### config.mk
export PLATFORM = sky130hd
export DESIGN_NAME = multicycle_ctrl_flat
export DESIGN_NICKNAME = d
export VERILOG_FILES = /design/src/rtl/ctrl_pkg.sv /design/src/rtl/multicycle_ctrl_if.sv /design/src/rtl/ctrl_decode.sv /design/src/rtl/multicycle_ctrl.sv /design/src/flat_wrapper.sv
export SDC_FILE = /design/constraint.sdc
export NUM_CORES = 1
export LEC_CHECK = 0
export ABC_AREA = 1
export CORE_MARGIN = 2
export CORE_UTILIZATION = 38
export CTS_CLUSTER_SIZE = 25
export DETAILED_ROUTE_END_ITERATION = 6
export PLACE_DENSITY = 0.91
export SLEW_MARGIN = 5
export SYNTH_ARGS = -nofsm -noshare
export SYNTH_HDL_FRONTEND = slang
export SYNTH_SLANG_ARGS = --single-unit
### constraint.sdc
create_clock -name clk -period 2.45 [get_ports clk]
set_input_delay 0.245 -clock clk [delete_from_list [all_inputs] [get_ports clk]]
set_output_delay 0.245 -clock clk [all_outputs]
set_load 0.05 [all_outputs]
### src/rtl/ctrl_pkg.sv
// Shared encodings for the multicycle control FSM: opcodes, ALU function codes,
// FSM states, mux selects and instruction classes.
package ctrl_pkg;

  localparam int unsigned INSTR_W = 16;
  localparam int unsigned FUNC_W  = 5;

  typedef enum logic [3:0] {
    OP_AND  = 4'h0, OP_ADD  = 4'h1, OP_SUB  = 4'h2, OP_ADDI = 4'h3,
    OP_ANDI = 4'h4, OP_LW   = 4'h5, OP_LB   = 4'h6, OP_SW   = 4'h7,
    OP_BLZ  = 4'h8, OP_BLE  = 4'h9, OP_BEQ  = 4'hA, OP_BLTU = 4'hB,
    OP_JMP  = 4'hC, OP_CALL = 4'hD, OP_RET  = 4'hE, OP_SV   = 4'hF
  } opcode_e;

  // ALU function code = {opcode, mode} where mode is meaningful, else {opcode, 0}
  typedef enum logic [FUNC_W-1:0] {
    F_AND  = 5'b00000, F_ADD  = 5'b00010, F_SUB  = 5'b00100, F_ADDI = 5'b00110,
    F_ANDI = 5'b01000, F_LW   = 5'b01010, F_LBU  = 5'b01100, F_LBS  = 5'b01101,
    F_SW   = 5'b01110, F_BLTZ = 5'b10000, F_BGTZ = 5'b10001, F_BLEZ = 5'b10010,
    F_BGEZ = 5'b10011, F_BEQ  = 5'b10100, F_BNE  = 5'b10101, F_BLTU = 5'b10110,
    F_BGEU = 5'b10111, F_JMP  = 5'b11000, F_CALL = 5'b11010, F_RET  = 5'b11100,
    F_SV   = 5'b11110
  } alu_func_e;

  typedef enum logic [2:0] {
    ST_FETCH  = 3'd0,
    ST_DECODE = 3'd1,
    ST_EXEC   = 3'd2,
    ST_MEM    = 3'd3,
    ST_WB     = 3'd4
  } state_e;

  localparam logic [1:0] PC_PLUS2  = 2'd0;
  localparam logic [1:0] PC_BRANCH = 2'd1;
  localparam logic [1:0] PC_ALU    = 2'd2;
  localparam logic [1:0] PC_REG    = 2'd3;

  localparam logic [1:0] WB_ALU  = 2'd0;
  localparam logic [1:0] WB_MEM  = 2'd1;
  localparam logic [1:0] WB_LINK = 2'd2;

  typedef enum logic [3:0] {
    CL_R, CL_IMM, CL_LOAD, CL_STORE, CL_SV, CL_BRANCH, CL_JMP, CL_CALL, CL_RET
  } instr_class_e;

  typedef struct packed {
    opcode_e     opcode;
    logic        mode;
    logic [10:0] rest;
  } instr_t;

endpackage

### src/rtl/multicycle_ctrl_if.sv
// Controller <-> datapath/memory signal bundle; master is the controller side.
interface multicycle_ctrl_if;
  import ctrl_pkg::*;

  instr_t              instr;
  logic                mem_ready;
  logic                take_branch;
  logic [FUNC_W-1:0]   alu_func;
  logic                alu_b_src;
  logic                ir_write;
  logic                pc_write;
  logic [1:0]          pc_src;
  logic                mem_read;
  logic                mem_write;
  logic                mem_addr_src;
  logic                mem_byte;
  logic                mem_sign;
  logic                reg_write;
  logic [1:0]          wb_src;
  logic [2:0]          dst_link;
  logic                mem_err;
  logic [2:0]          state;

  modport master (
    input  instr, mem_ready, take_branch,
    output alu_func, alu_b_src, ir_write, pc_write, pc_src, mem_read, mem_write,
           mem_addr_src, mem_byte, mem_sign, reg_write, wb_src, dst_link, mem_err, state
  );

  modport slave (
    output instr, mem_ready, take_branch,
    input  alu_func, alu_b_src, ir_write, pc_write, pc_src, mem_read, mem_write,
           mem_addr_src, mem_byte, mem_sign, reg_write, wb_src, dst_link, mem_err, state
  );

endinterface

### src/rtl/ctrl_decode.sv
// Combinational instruction decode: latched opcode/mode -> ALU function code and class.
module ctrl_decode
  import ctrl_pkg::*;
(
  input  opcode_e             opcode_i,
  input  logic                mode_i,
  output logic [FUNC_W-1:0]   alu_func_o,
  output instr_class_e        cls_o
);

  logic mode_used;

  always_comb begin
    mode_used = 1'b0;
    cls_o     = CL_R;
    case (opcode_i)
      OP_AND, OP_ADD, OP_SUB:       cls_o = CL_R;
      OP_ADDI, OP_ANDI:             cls_o = CL_IMM;
      OP_LW:                        cls_o = CL_LOAD;
      OP_LB: begin
        cls_o     = CL_LOAD;
        mode_used = 1'b1;
      end
      OP_SW:                        cls_o = CL_STORE;
      OP_BLZ, OP_BLE, OP_BEQ, OP_BLTU: begin
        cls_o     = CL_BRANCH;
        mode_used = 1'b1;
      end
      OP_JMP:                       cls_o = CL_JMP;
      OP_CALL:                      cls_o = CL_CALL;
      OP_RET:                       cls_o = CL_RET;
      OP_SV:                        cls_o = CL_SV;
      default:                      cls_o = CL_R;
    endcase
    // mode only selects a function variant for byte loads and branches
    alu_func_o = {opcode_i, mode_i & mode_used};
  end

endmodule

### src/rtl/multicycle_ctrl.sv
// Multicycle FETCH/DECODE/EXEC/MEM/WB sequencer with memory-ready watchdog;
// strobes are Moore on state plus Mealy on mem_ready (FETCH/MEM) and take_branch (EXEC).
module multicycle_ctrl
  import ctrl_pkg::*;
#(
  parameter int unsigned WAIT_LIMIT = 0,
  parameter int unsigned LINK_REG   = 7
)(
  input  logic               clk,
  input  logic               rst_n,
  multicycle_ctrl_if.master  bus
);

  localparam int unsigned CNT_W = (WAIT_LIMIT > 1) ? $clog2(WAIT_LIMIT + 1) : 1;

  state_e             state_q, state_d;
  opcode_e            opcode_q;
  logic               mode_q;
  logic               mem_err_q, mem_err_d;
  logic [CNT_W-1:0]   cnt_q, cnt_d;
  logic               ir_load;
  logic               waiting;
  logic [FUNC_W-1:0]  dec_func;
  instr_class_e       dec_cls;
  logic               unused_instr_bits;

  assign unused_instr_bits = ^bus.instr.rest;

  ctrl_decode u_decode (
    .opcode_i   (opcode_q),
    .mode_i     (mode_q),
    .alu_func_o (dec_func),
    .cls_o      (dec_cls)
  );

  always_ff @(posedge clk or negedge rst_n) begin
    if (!rst_n) begin
      state_q   <= ST_FETCH;
      opcode_q  <= OP_AND;
      mode_q    <= 1'b0;
      mem_err_q <= 1'b0;
      cnt_q     <= '0;
    end else begin
      state_q   <= state_d;
      mem_err_q <= mem_err_d;
      cnt_q     <= cnt_d;
      if (ir_load) begin
        opcode_q <= bus.instr.opcode;
        mode_q   <= bus.instr.mode;
      end
    end
  end

  always_comb begin
    state_d          = state_q;
    mem_err_d        = mem_err_q;
    cnt_d            = '0;
    waiting          = 1'b0;
    ir_load          = 1'b0;
    bus.alu_func     = '0;
    bus.alu_b_src    = 1'b0;
    bus.pc_write     = 1'b0;
    bus.pc_src       = PC_PLUS2;
    bus.mem_read     = 1'b0;
    bus.mem_write    = 1'b0;
    bus.mem_addr_src = 1'b0;
    bus.mem_byte     = 1'b0;
    bus.mem_sign     = 1'b0;
    bus.reg_write    = 1'b0;
    bus.wb_src       = WB_ALU;
    bus.dst_link     = '0;

    case (state_q)
      ST_FETCH: begin
        bus.mem_read = 1'b1;
        // rst_n gate keeps the fetch strobes quiet while reset holds state in FETCH
        if (bus.mem_ready && rst_n) begin
          ir_load      = 1'b1;
          bus.pc_write = 1'b1;
          state_d      = ST_DECODE;
        end else begin
          waiting = 1'b1;
        end
      end
      ST_DECODE: begin
        bus.alu_func = dec_func;
        state_d      = ST_EXEC;
      end
      ST_EXEC: begin
        bus.alu_func = dec_func;
        state_d      = ST_FETCH;
        case (dec_cls)
          CL_R:     state_d = ST_WB;
          CL_IMM: begin
            bus.alu_b_src = 1'b1;
            state_d       = ST_WB;
          end
          CL_LOAD, CL_STORE: begin
            bus.alu_b_src = 1'b1;
            state_d       = ST_MEM;
          end
          CL_SV:    state_d = ST_MEM;
          CL_BRANCH: begin
            bus.pc_write = bus.take_branch;
            bus.pc_src   = PC_BRANCH;
          end
          CL_JMP: begin
            bus.pc_write = 1'b1;
            bus.pc_src   = PC_ALU;
          end
          CL_CALL: begin
            bus.pc_write  = 1'b1;
            bus.pc_src    = PC_ALU;
            bus.reg_write = 1'b1;
            bus.wb_src    = WB_LINK;
            bus.dst_link  = 3'(LINK_REG);
          end
          CL_RET: begin
            bus.pc_write = 1'b1;
            bus.pc_src   = PC_REG;
          end
          default:  state_d = ST_FETCH;
        endcase
      end
      ST_MEM: begin
        bus.alu_func     = dec_func;
        bus.mem_addr_src = 1'b1;
        if (dec_cls == CL_LOAD) begin
          bus.mem_read = 1'b1;
          bus.mem_byte = (opcode_q == OP_LB);
          bus.mem_sign = (opcode_q == OP_LB) && mode_q;
        end else begin
          bus.mem_write = 1'b1;
        end
        if (bus.mem_ready) begin
          state_d = (dec_cls == CL_LOAD) ? ST_WB : ST_FETCH;
        end else begin
          waiting = 1'b1;
        end
      end
      ST_WB: begin
        bus.alu_func  = dec_func;
        bus.reg_write = 1'b1;
        bus.wb_src    = (dec_cls == CL_LOAD) ? WB_MEM : WB_ALU;
        state_d       = ST_FETCH;
      end
      default: state_d = ST_FETCH;
    endcase

    // watchdog: abort to FETCH on the WAIT_LIMIT-th consecutive not-ready cycle
    if (waiting && (WAIT_LIMIT != 0)) begin
      if (cnt_q == CNT_W'(WAIT_LIMIT - 1)) begin
        state_d   = ST_FETCH;
        mem_err_d = 1'b1;
      end else begin
        cnt_d = cnt_q + CNT_W'(1);
      end
    end
  end

  assign bus.ir_write = ir_load;
  assign bus.mem_err  = mem_err_q;
  assign bus.state    = state_q;

endmodule

### src/flat_wrapper.sv
// flat-port wrapper written by rule: the top's interface ports become plain ports
module multicycle_ctrl_flat import ctrl_pkg::*;
#(
  parameter int unsigned WAIT_LIMIT = 0,
  parameter int unsigned LINK_REG   = 7
)
  (clk, rst_n, bus_instr, bus_mem_ready, bus_take_branch, bus_alu_func, bus_alu_b_src, bus_ir_write, bus_pc_write, bus_pc_src, bus_mem_read, bus_mem_write, bus_mem_addr_src, bus_mem_byte, bus_mem_sign, bus_reg_write, bus_wb_src, bus_dst_link, bus_mem_err, bus_state);
  multicycle_ctrl_if bus_i ();
  input  logic clk;
  input  logic rst_n;
  input wire logic [$bits(bus_i.instr)-1:0] bus_instr;
  input wire logic [$bits(bus_i.mem_ready)-1:0] bus_mem_ready;
  input wire logic [$bits(bus_i.take_branch)-1:0] bus_take_branch;
  output wire logic [$bits(bus_i.alu_func)-1:0] bus_alu_func;
  output wire logic [$bits(bus_i.alu_b_src)-1:0] bus_alu_b_src;
  output wire logic [$bits(bus_i.ir_write)-1:0] bus_ir_write;
  output wire logic [$bits(bus_i.pc_write)-1:0] bus_pc_write;
  output wire logic [$bits(bus_i.pc_src)-1:0] bus_pc_src;
  output wire logic [$bits(bus_i.mem_read)-1:0] bus_mem_read;
  output wire logic [$bits(bus_i.mem_write)-1:0] bus_mem_write;
  output wire logic [$bits(bus_i.mem_addr_src)-1:0] bus_mem_addr_src;
  output wire logic [$bits(bus_i.mem_byte)-1:0] bus_mem_byte;
  output wire logic [$bits(bus_i.mem_sign)-1:0] bus_mem_sign;
  output wire logic [$bits(bus_i.reg_write)-1:0] bus_reg_write;
  output wire logic [$bits(bus_i.wb_src)-1:0] bus_wb_src;
  output wire logic [$bits(bus_i.dst_link)-1:0] bus_dst_link;
  output wire logic [$bits(bus_i.mem_err)-1:0] bus_mem_err;
  output wire logic [$bits(bus_i.state)-1:0] bus_state;
  assign bus_i.instr = bus_instr;
  assign bus_i.mem_ready = bus_mem_ready;
  assign bus_i.take_branch = bus_take_branch;
  assign bus_alu_func = bus_i.alu_func;
  assign bus_alu_b_src = bus_i.alu_b_src;
  assign bus_ir_write = bus_i.ir_write;
  assign bus_pc_write = bus_i.pc_write;
  assign bus_pc_src = bus_i.pc_src;
  assign bus_mem_read = bus_i.mem_read;
  assign bus_mem_write = bus_i.mem_write;
  assign bus_mem_addr_src = bus_i.mem_addr_src;
  assign bus_mem_byte = bus_i.mem_byte;
  assign bus_mem_sign = bus_i.mem_sign;
  assign bus_reg_write = bus_i.reg_write;
  assign bus_wb_src = bus_i.wb_src;
  assign bus_dst_link = bus_i.dst_link;
  assign bus_mem_err = bus_i.mem_err;
  assign bus_state = bus_i.state;
  multicycle_ctrl #(.WAIT_LIMIT(WAIT_LIMIT), .LINK_REG(LINK_REG)) u_core (.clk(clk), .rst_n(rst_n), .bus(bus_i));
endmodule
==> metrics.yaml <==
die_area_um2: 2170
synthMostInstantiatedCell: "nand2_1"
clk_pin_slew_ns: 0.06
htreeDepth: 1
ys_seq_area_share_pct: 29.1
async_reset_ff_share_pct: 100
layout_setup_ws_ns: 0.0971
initial_core_util_pct: 40.3
fillers: 140
coreArea_um2: 1710
p_per_area_nw_per_um2: 1380
synth-edff-count: 0
num_vias: 743
routed_wirelength_um: 1770
drt_iter0_markers: 29
netlist.area_leader.share_pct: 29.1
crit_path_end_kind: "output pin"
maxCapViolations: 0
num_rows: 15
syn-cell-area_um2: 688
fmax_mhz: 425
io_pins: 45
postCtsSetupBuffers: 0
r2r_start: "u_core.bus.state[2]"
cts.sinks: 8
pre_cts_ws_ns: 0.340
critPathArrivalTime_ns: 2.11
cp_max_fo: 8
syn_to_final_growth_pct: 56.0
hp-class: "input pin to async pin"
grt_antenna_before_repair: 0
fin_crit_ns: 2.35
synth_cell_types: 22
antenna-diode-count: 0
grt_pass1_wl_um: 2820
drv_slew: 0
required_ns: 2.20
ys_warn_count: 0
vdd_drop_max_mv: 0.709
fin_total_pwr_mw: 1.48
cts_buffer_depth: 2
setup_violations: 0
yosysTopAreaCell: "dfrtp_1"
grt_max_degree: 11
fp.dieH_um: 46.6
slew_headroom_pct: 65.1
drc_errors: 0
final_nets: 159
status: "completed"
finalHoldViolCount: 0
dpl.hpwl_um: 1380
p_leak_nw: 0.670
drive_gt1_share_pct: 17.5
dr.pass1.iters: 5
cts.root.buffer_cell: "clkbuf_4"
grt_usage_pct: 18.8
cts_tree: "done"
syn_nets: 125
reg2reg_depth: 7
portBuffers: 32
synth-seq-cells: 8
clk_latency_ns: 0.25
gp_congestion: 0.769
clock_skew_ns: 0.00470
avgRoutedWirePerCell_um: 10.9
r2r_end: "u_core.bus.state[0]"
grt_pass1_vias: 678
syn_inst: 105
grt_overflow_total: 0
numCtsBuffers: 3
tightest_slew_ns: 0.523
viasPerCell: 4.59
worstSetupPathType: "register to output pin"
grt_setup_unrepaired: "false"
r2r_setup_slack_ns: 1.22
synthTopCellsByArea: "dfrtp_1 (29%), nand2_1 (19%), inv_1 (8.7%)"
cp-start-kind: "register"
fin_crit_sh_pct: 96.0
ant_nets: 0
avgSynthCellArea_um2: 6.55
ys_top_cells_by_count: "nand2_1 (35), inv_1 (16), dfrtp_1 (8), nor2_1 (8), nand3_1 (7)"
synth-main-ff-cell: "dfrtp_1"
setup-tns-final_ns: 0
chipWidth_um: 46.6
## critical path, cell delays in order (launching register included)
cell and delay [ns]:
dfrtp_1 0.47, nor2_1 0.18, nand2_1 0.10, inv_1 0.08, nand3_1 0.12, nand2_1 0.11, clkdlybuf4s50_1 0.80
## what timing repair did
action                                  in CTS  in global routing
endpoints found under the setup margin       0                  7
hold buffers                                 0                  0
resized for setup                            0                  7
## how the worst max path moves through the flow
stage                        startpoint         endpoint  slack, ns  cells past startpoint
floorplan           u_core.bus.state[2]    bus_reg_write       0.07                      3
global placement    u_core.bus.state[2]    bus_pc_src[1]       0.37                      6
detailed placement   u_core.opcode_q[3]  bus_dst_link[0]       0.34                      5
CTS                 u_core.bus.state[2]    bus_pc_src[1]       0.04                      6
global route         u_core.opcode_q[3]     bus_mem_read       0.01                      6
finish               u_core.opcode_q[3]     bus_mem_read        0.1                      6
## cells in the final DEF, fill, tap and decap left out, types with 3 or more instances in the layout
cell | netlist | final
a21oi_1 | 3 | 3
clkbuf_4 | 0 | 3
clkdlybuf4s50_1 | 0 | 23
dfrtp_1 | 8 | 8
dlymetal6s2s_1 | 0 | 7
inv_1 | 16 | 16
inv_2 | 3 | 3
nand2_1 | 35 | 35
nand2_2 | 4 | 4
nand3_1 | 7 | 7
nor2_1 | 8 | 8
## sequential cells by signal (all words and copies together), names as in the netlist
| name | count |
|---|---|
| u_core.opcode_q | 4 |
| u_core.bus.state | 3 |
| u_core.mode_q | 1 |
## metrics by stage
stage	util (%)	area (um^2)	std cells	hold slack [ns]
CTS	61.8	1060	162	0.292
global placement	60.5	1030	159	0.504
global route	62.9	1070	162	0.305
detailed placement	60.5	1030	159	0.524
floorplan	-	688	105	-0.0506
finish	62.9	1070	162	0.293
## cell families after synthesis
kind of cell    after synthesis  synth area share (%)
simple gates                 64                  47.8
buf+inv                      24                  16.2
compound gates                8                  6.36
flops                         8                  29.1
other cells                   1                 0.545
## routing by layer
metal | global-route usage [%] | vias up | wire length (um)
li1 | - | 383 | -
met5 | 0 | - | 0
met3 | 2.75 | 7 | 134
met4 | 15.4 | 0 | 46
met1 | 23.1 | 321 | 717
met2 | 28.6 | 32 | 867
## where the power goes
part	switching (mW)	leakage (nW)	internal (mW)
combinational	0.755	0.556	0.348
sequential	0.0888	0.101	0.192
clock	0.0445	0.0138	0.0560
total	0.888	0.670	0.597
## area by class of cell
| cell class | instances | area [um^2] | share of cell area [%] |
|---|---|---|---|
| clock buffer | 3 | 22.5 | 2.10 |
| inverter | 20 | 77.6 | 7.23 |
| multi-input combinational | 73 | 377 | 35.1 |
| sequential | 8 | 200 | 18.6 |
| tap | 25 | 31.3 | 2.91 |
| timing repair buffer | 33 | 365 | 34.0 |
Note: power is estimated with default switching activity, not from simulation.
